==> config.mk <==
export PLATFORM = sky130hd
export DESIGN_NAME = fpga_led_adc_ctrl
export DESIGN_NICKNAME = d
export VERILOG_FILES = /design/src/rtl/fpga_ctrl_pkg.sv /design/src/rtl/blink_prescaler.sv /design/src/rtl/fpga_led_adc_ctrl.sv
export SDC_FILE = /design/constraint.sdc
export NUM_CORES = 1
export LEC_CHECK = 0
export CORE_MARGIN = 5
export CORE_UTILIZATION = 40
export CTS_CLUSTER_DIAMETER = 100
export DETAILED_ROUTE_END_ITERATION = 12
export DONT_BUFFER_PORTS = 1
export PLACE_DENSITY_LB_ADDON = 0.2
export SYNTH_ARGS = -nofsm -noshare
export SYNTH_HDL_FRONTEND = slang
export SYNTH_SLANG_ARGS = --single-unit
==> constraint.sdc <==
create_clock -name clk -period 4.64 [get_ports clk]
set_clock_uncertainty 0.1 [all_clocks]
set_input_delay 1.392 -clock clk [delete_from_list [all_inputs] [get_ports clk]]
set_output_delay 1.392 -clock clk [all_outputs]
set_load 0.05 [all_outputs]
==> src/rtl/fpga_ctrl_pkg.sv <==
// fpga_ctrl_pkg: opcodes and FSM states shared by the LED/ADC controller
package fpga_ctrl_pkg;
  localparam logic [6:0] OP_ADC_SEL   = 7'h01;
  localparam logic [6:0] OP_RED_ON    = 7'h02;
  localparam logic [6:0] OP_RED_OFF   = 7'h03;
  localparam logic [6:0] OP_GRN_ON    = 7'h04;
  localparam logic [6:0] OP_GRN_OFF   = 7'h05;
  localparam logic [6:0] OP_RED_TGL   = 7'h06;
  localparam logic [6:0] OP_GRN_TGL   = 7'h07;
  localparam logic [6:0] OP_BLINK_ON  = 7'h08;
  localparam logic [6:0] OP_BLINK_OFF = 7'h09;
  localparam logic [6:0] OP_ALL_OFF   = 7'h0A;
  localparam logic [6:0] OP_ADC_NONE  = 7'h0B;
  typedef enum logic [1:0] {IDLE, EXEC, SETTLE} state_t;
endpackage

==> src/rtl/blink_prescaler.sv <==
// blink_prescaler: free-running divider that flips phase every BLINK_DIV clocks
module blink_prescaler #(
  parameter int BLINK_DIV = 1000000
) (
  input  logic clk,
  input  logic rst_n,
  output logic phase
);
  localparam int PW = $clog2(BLINK_DIV);
  logic [PW-1:0] cnt;
  always_ff @(posedge clk or negedge rst_n) begin
    if (!rst_n) begin
      cnt <= '0;
      phase <= 1'b0;
    end else if (cnt == PW'(BLINK_DIV - 1)) begin
      cnt <= '0;
      phase <= ~phase;
    end else begin
      cnt <= cnt + PW'(1);
    end
  end
endmodule

==> src/rtl/fpga_led_adc_ctrl.sv <==
// fpga_led_adc_ctrl: command-driven red/green LED control with break-before-make ADC select
module fpga_led_adc_ctrl
  import fpga_ctrl_pkg::*;
#(
  parameter int NUM_LEDS      = 35,
  parameter int NUM_ADCS      = 18,
  parameter int BLINK_DIV     = 1000000,
  parameter int SETTLE_CYCLES = 16
) (
  input  logic                clk,
  input  logic                rst_n,
  input  logic                cmd_valid,
  output logic                cmd_ready,
  input  logic [6:0]          command,
  input  logic [7:0]          data,
  output logic [NUM_LEDS-1:0] rleds,
  output logic [NUM_LEDS-1:0] gleds,
  output logic [NUM_ADCS-1:0] adcs,
  output logic                busy,
  output logic                err
);
  localparam int CW = $clog2(SETTLE_CYCLES + 1);
  state_t state, state_nx;
  logic [6:0] cmd_q;
  logic [7:0] data_q;
  logic [NUM_LEDS-1:0] red, grn, blink_mask, led_bit;
  logic [NUM_ADCS-1:0] adc_bit, adc_pend;
  logic [CW-1:0] cnt;
  logic phase, bad, is_adc, led_op;

  blink_prescaler #(.BLINK_DIV(BLINK_DIV)) u_blink (
    .clk(clk),
    .rst_n(rst_n),
    .phase(phase)
  );

  always_comb begin
    led_bit = NUM_LEDS'(1) << data_q;
    adc_bit = NUM_ADCS'(1) << data_q[7:1];
    led_op = cmd_q inside {[OP_RED_ON:OP_BLINK_OFF]};
    is_adc = cmd_q == OP_ADC_SEL || cmd_q == OP_ADC_NONE;
    bad = !(is_adc || led_op || cmd_q == OP_ALL_OFF)
        || (led_op && 32'(data_q) >= NUM_LEDS)
        || (cmd_q == OP_ADC_SEL && 32'(data_q[7:1]) >= NUM_ADCS);
    cmd_ready = rst_n && state == IDLE;
    busy = state == SETTLE;
    err = state == EXEC && bad;
    state_nx = state == IDLE ? (cmd_valid ? EXEC : IDLE)
             : state == EXEC ? (is_adc && !bad ? SETTLE : IDLE)
             : state == SETTLE && cnt != CW'(1) ? SETTLE : IDLE;
    rleds = (red & ~blink_mask) | (blink_mask & {NUM_LEDS{phase}});
    gleds = grn;
  end

  always_ff @(posedge clk or negedge rst_n) begin
    if (!rst_n) state <= IDLE;
    else state <= state_nx;
  end

  always_ff @(posedge clk or negedge rst_n) begin
    if (!rst_n) begin
      cmd_q <= '0;
      data_q <= '0;
      red <= '0;
      grn <= '0;
      blink_mask <= '0;
      adcs <= '0;
      adc_pend <= '0;
      cnt <= '0;
    end else begin
      if (cmd_ready && cmd_valid) begin
        cmd_q <= command;
        data_q <= data;
      end
      if (state == EXEC && !bad) begin
        red <= cmd_q == OP_RED_ON ? red | led_bit : cmd_q == OP_RED_OFF ? red & ~led_bit
             : cmd_q == OP_RED_TGL ? red ^ led_bit : cmd_q == OP_ALL_OFF ? '0 : red;
        grn <= cmd_q == OP_GRN_ON ? grn | led_bit : cmd_q == OP_GRN_OFF ? grn & ~led_bit
             : cmd_q == OP_GRN_TGL ? grn ^ led_bit : cmd_q == OP_ALL_OFF ? '0 : grn;
        blink_mask <= cmd_q == OP_BLINK_ON ? blink_mask | led_bit
                    : cmd_q == OP_BLINK_OFF ? blink_mask & ~led_bit
                    : cmd_q == OP_ALL_OFF ? '0 : blink_mask;
        if (is_adc) begin
          adcs <= '0;
          cnt <= CW'(SETTLE_CYCLES);
          adc_pend <= cmd_q == OP_ADC_SEL ? adc_bit : '0;
        end
      end
      // The pending select only reaches adcs on the final settle edge
      if (state == SETTLE) begin
        cnt <= cnt - CW'(1);
        if (cnt == CW'(1)) adcs <= adc_pend;
      end
    end
  end
endmodule

==> key figures <==
Status
  – Status: finished, final reports clean

Critical path
  – CP required: roughly 3.2 ns
  – Critical path fanouts, max: 13
  – WP depth: 5
  – Data arrival, critical path: 2.46 ns
  – R2r worst-path depth: 6
  – Crit end category: primary output
  – CP Class: reg2out
  – Crit path cell chain: or4_1 -> nor2_1 -> a31oi_1 -> a21oi_1 -> buf_4
  – Slowest stage cell on the critical path: or4_1
  – Buf/Inv on CP: 1
  – Crit-path max cell delay: 0.65 ns
  – CP delay by family, top: simple AND/OR/NAND/NOR gates
  – Nature of the critical path startpoint: register

Die
  – Core area: between 20000 and 30000 um2
  – Die area: 33500 um2
  – IO Pins: 109
  – Row count: 63
  – Die Wd: 183 um
  – Starting Density: 40.4%
  – Height of the die: 183 um

STA
  – Unrepaired setup endpoints after global routing: false
  – Setup TNS: 0 ns
  – Max Fclk: 253 MHz
  – Final setup viols: 0
  – Worst Tran Pin Value: around 1.2 ns
  – Final Max Tran Viols: 0
  – Fin. Hold Viols: 0
  – Tcrit/Tclk final: 85.1%
  – Rel. slew slack: 21.4%
  – Post-route minimum period: ~3.9 ns

Detailed routing
  – Avg WL per Cell: around 19 um
  – DRT antenna net count: 0
  – Iteration-0 DRC Markers: 522
  – WL final: roughly 32000 um
  – Drt pass-1 iters: 5
  – DR vias: 8980
  – DR vias/cell: 5.52
  – DRC: 0

GRT
  – Largest net degree at the start of global routing: 187
  – First-pass GRT wire length: 51300 um
  – Initial antenna violation count: 0
  – Gr usage total: 19.2%
  – Vias in the first global route: approximately 9000
  – GRT overflow: 0

Place
  – Detailed placement HPWL: 20800 um
  – Gpl congestion: 0.788
  – I/O Buffers: 0
  – Placed Instances: 1595

Yosys
  – EDFF count, synth: 0
  – Async S/R FF share, synth: between 90% and 100%
  – Xor/xnor share of the synthesized area: roughly 1.3%
  – Netlist Area Pre-Place: approximately 12000 um2
  – Sequential share of the synthesized area: 38.4%
  – Post-synthesis adder-cell area fraction: 14.9%
  – Synth top area cells: dfrtp_1, ha_1, nand2_1
  – Cell taking the most area after synthesis: dfrtp_1
  – Synthesized net count: 1426
  – Synth Instances: 1265
  – Flops & latches, synth: around 180
  – Post-synthesis compound-gate area fraction: ~17%
  – Multiplexer share of the synthesized area: about 8%
  – Largest family of logic cells by synthesized area: compound AO/OA/AOI/OAI gates
  – Mean Syn Cell Area: 9.47 um2
  – Synth Flop Type: dfrtp_1
  – Post-synth top area share: 38.4%
  – Netlist cell types: slightly below 60
  – Ys Warns: 0
  – Synth Area in Simple Gates: 14.0%

Clocking
  – Clk_lat worst skew: approximately 0.45 ns
  – Number of buffers created by CTS: 17
  – Root Buffer: clkbuf_16
  – Clk pin slew, worst setup/hold paths: 0.08 ns
  – CTS Hold Bufs: 0
  – CTS H-tree depth: 4
  – Post_cts resized: 0
  – Worst-case clock buffer depth: 2
  – Clock Sink Count: 184
  – CTS tree: done
  – Setup Fix Bufs, Post-CTS: 0

Flow run
  – Total of max-cap violations: 0

Final layout
  – Layout Nets: 1385
  – Area growth syn-to-layout: 8.19%
  – Fillers: 2875
  – Final Non-Filler Cells: 1627
  – Layout cell share with drive strength beyond 1: 10.6%
  – Ant diodes: 0

Power
  – Sw Ratio: roughly 40%
  – Combinational Power Share: between 30% and 40%
  – P_sw: 0.00215 W
  – Peak VDD IR: 241 uV
  – Sequential power share: 38.2%
  – P per Cell Area: 414 nW/um2
  – Clk pwr share: between 20% and 30%
  – Pint: 0.00321 W
  – P_leak: 5.48 nW

Hold path
  – Hold Crit Class: reg2reg
  – Hold path depth: 1
[area by class of cell]
type	count	area, um2	area share (%)
Multi-Input combinational cell	882	6640	51.2
Sequential cell	184	4610	35.5
Tap cell	390	488	3.77
Clock buffer	19	433	3.34
Inverter	115	432	3.33
Timing Repair Buffer	24	193	1.49
Clock inverter	13	169	1.30
[cells in the final DEF, fill, tap and decap left out, types with 5 or more instances in the layout]
cell type and instances:
nand3_1 10, xnor2_1 7, a22o_1 18, nand2_1 158, nor2b_1 37, o21ai_0 6
mux2_1 32, o21ai_1 35, and3_1 5, mux2_2 52, nor2_1 55, xor2_1 11
nor4b_2 5, a2111oi_0 34, a211o_1 35, o22ai_1 37, a21oi_1 96, inv_1 112
or3_1 6, a31oi_1 35, ha_1 143, dfrtp_1 183, nor4_4 5, buf_4 23
nand2b_1 7, nor3_1 5, clkbuf_16 17
[worst reg2reg max path: stages (launching register included)]
cell       delay [ns]
dfrtp_1          0.52
nor4b_2          0.99
nand2_1          0.44
ha_1             0.40
nor2_1           0.03
a2111oi_0        0.39
mux2_1           0.20
[power by group through the flow]
stage	Combinational, W	Sequential, W	Clock [W]
finish	0.00177	0.00205	0.00155
global route	0.00195	0.00208	0.00164
CTS	0.00178	0.00205	0.00158
detailed placement	0.00178	0.00208	0
global placement	0.00174	0.00207	0
floorplan	0.00143	0.00190	0
[final timing paths]
path,to,start,slack (ns)
worst max-delay path,err,cmd_q[3],0.69
worst min-delay path,u_blink.cnt[19],u_blink.cnt[19],0.38
worst max register to register,red[16],data_q[5],1.51
worst min register to register,u_blink.cnt[19],u_blink.cnt[19],0.38
max in group asynchronous,gleds[20],rst_n,3.56
min in group asynchronous,cnt[2],rst_n,0.54
[synthesized netlist by cell type (2+ instances only)]
cell       number
inv_2           2
o31ai_1         2
nor2_1         55
buf_1          11
buf_2           9
nand2b_1        7
ha_1          143
nor4b_2         3
and4_1          2
xor2_1         11
o21ai_0        41
or4_1           4
a2111oi_0      34
dfrtp_1       184
mux2_1         32
nor4_1          4
and3_1          5
a31oi_1        35
a21oi_1        96
nor2b_1        37
or3_1           6
nor4_2          2
nor3_1          5
nand2_1       158
inv_1         112
o22ai_1        37
nor4b_1         4
a211o_1        35
buf_4           3
o2bb2ai_1       2
xnor2_1         7
a22o_1         18
nor4bb_1        4
clkbuf_1       58
nand4b_1        2
nand3_1        10
and2_1          4
nor4_4          4
mux2_2         52
nand4_1         4
and4b_1         2
buf_6           3
[kinds of logic (layout without fill, tap and decap cells)]
family / Yosys count / in the layout
xor gates and xnor gates: 18 / 18
adders and majority gates: 143 / 143
and+or+nand+nor: 329 / 329
muxes: 85 / 85
DFF: 184 / 184
AOI/OAI and AO/OA: 307 / 307
buffers and inverters: 199 / 171
[through the flow]
stage | total power, W | hold WS (ns) | utilization (%) | cell area, um2 | setup WS (ns)
after floorplan | 0.00333 | 0.343 | - | 12000 | 1.03
after global placement | 0.00381 | 0.368 | 41.7 | 12400 | 1.19
after detailed placement | 0.00385 | 0.370 | 41.7 | 12400 | 1.22
after CTS | 0.00541 | 0.381 | 43.7 | 13000 | 0.719
after global routing | 0.00568 | 0.388 | 43.7 | 13000 | 0.610
final | 0.00536 | 0.379 | 43.7 | 13000 | 0.691
[layer usage]
layer	GRT usage, %	vias up	part of all wire, %
met2	32.1	169	48
met1	25.2	4435	45
met4	4.68	0	1.5
li1	-	4347	-
met3	4.84	29	5.6
met5	0	-	0
[sequential cells by signal, indices dropped and copies added (netlist names)]
name and cells:
adc_pend 18, adcs 18, blink_mask 35, cmd_q 7, cnt 5, data_q 8
gleds 35, red 35, state 2, u_blink.cnt 20, u_blink.phase 1
(Power assumes the default switching activity.)
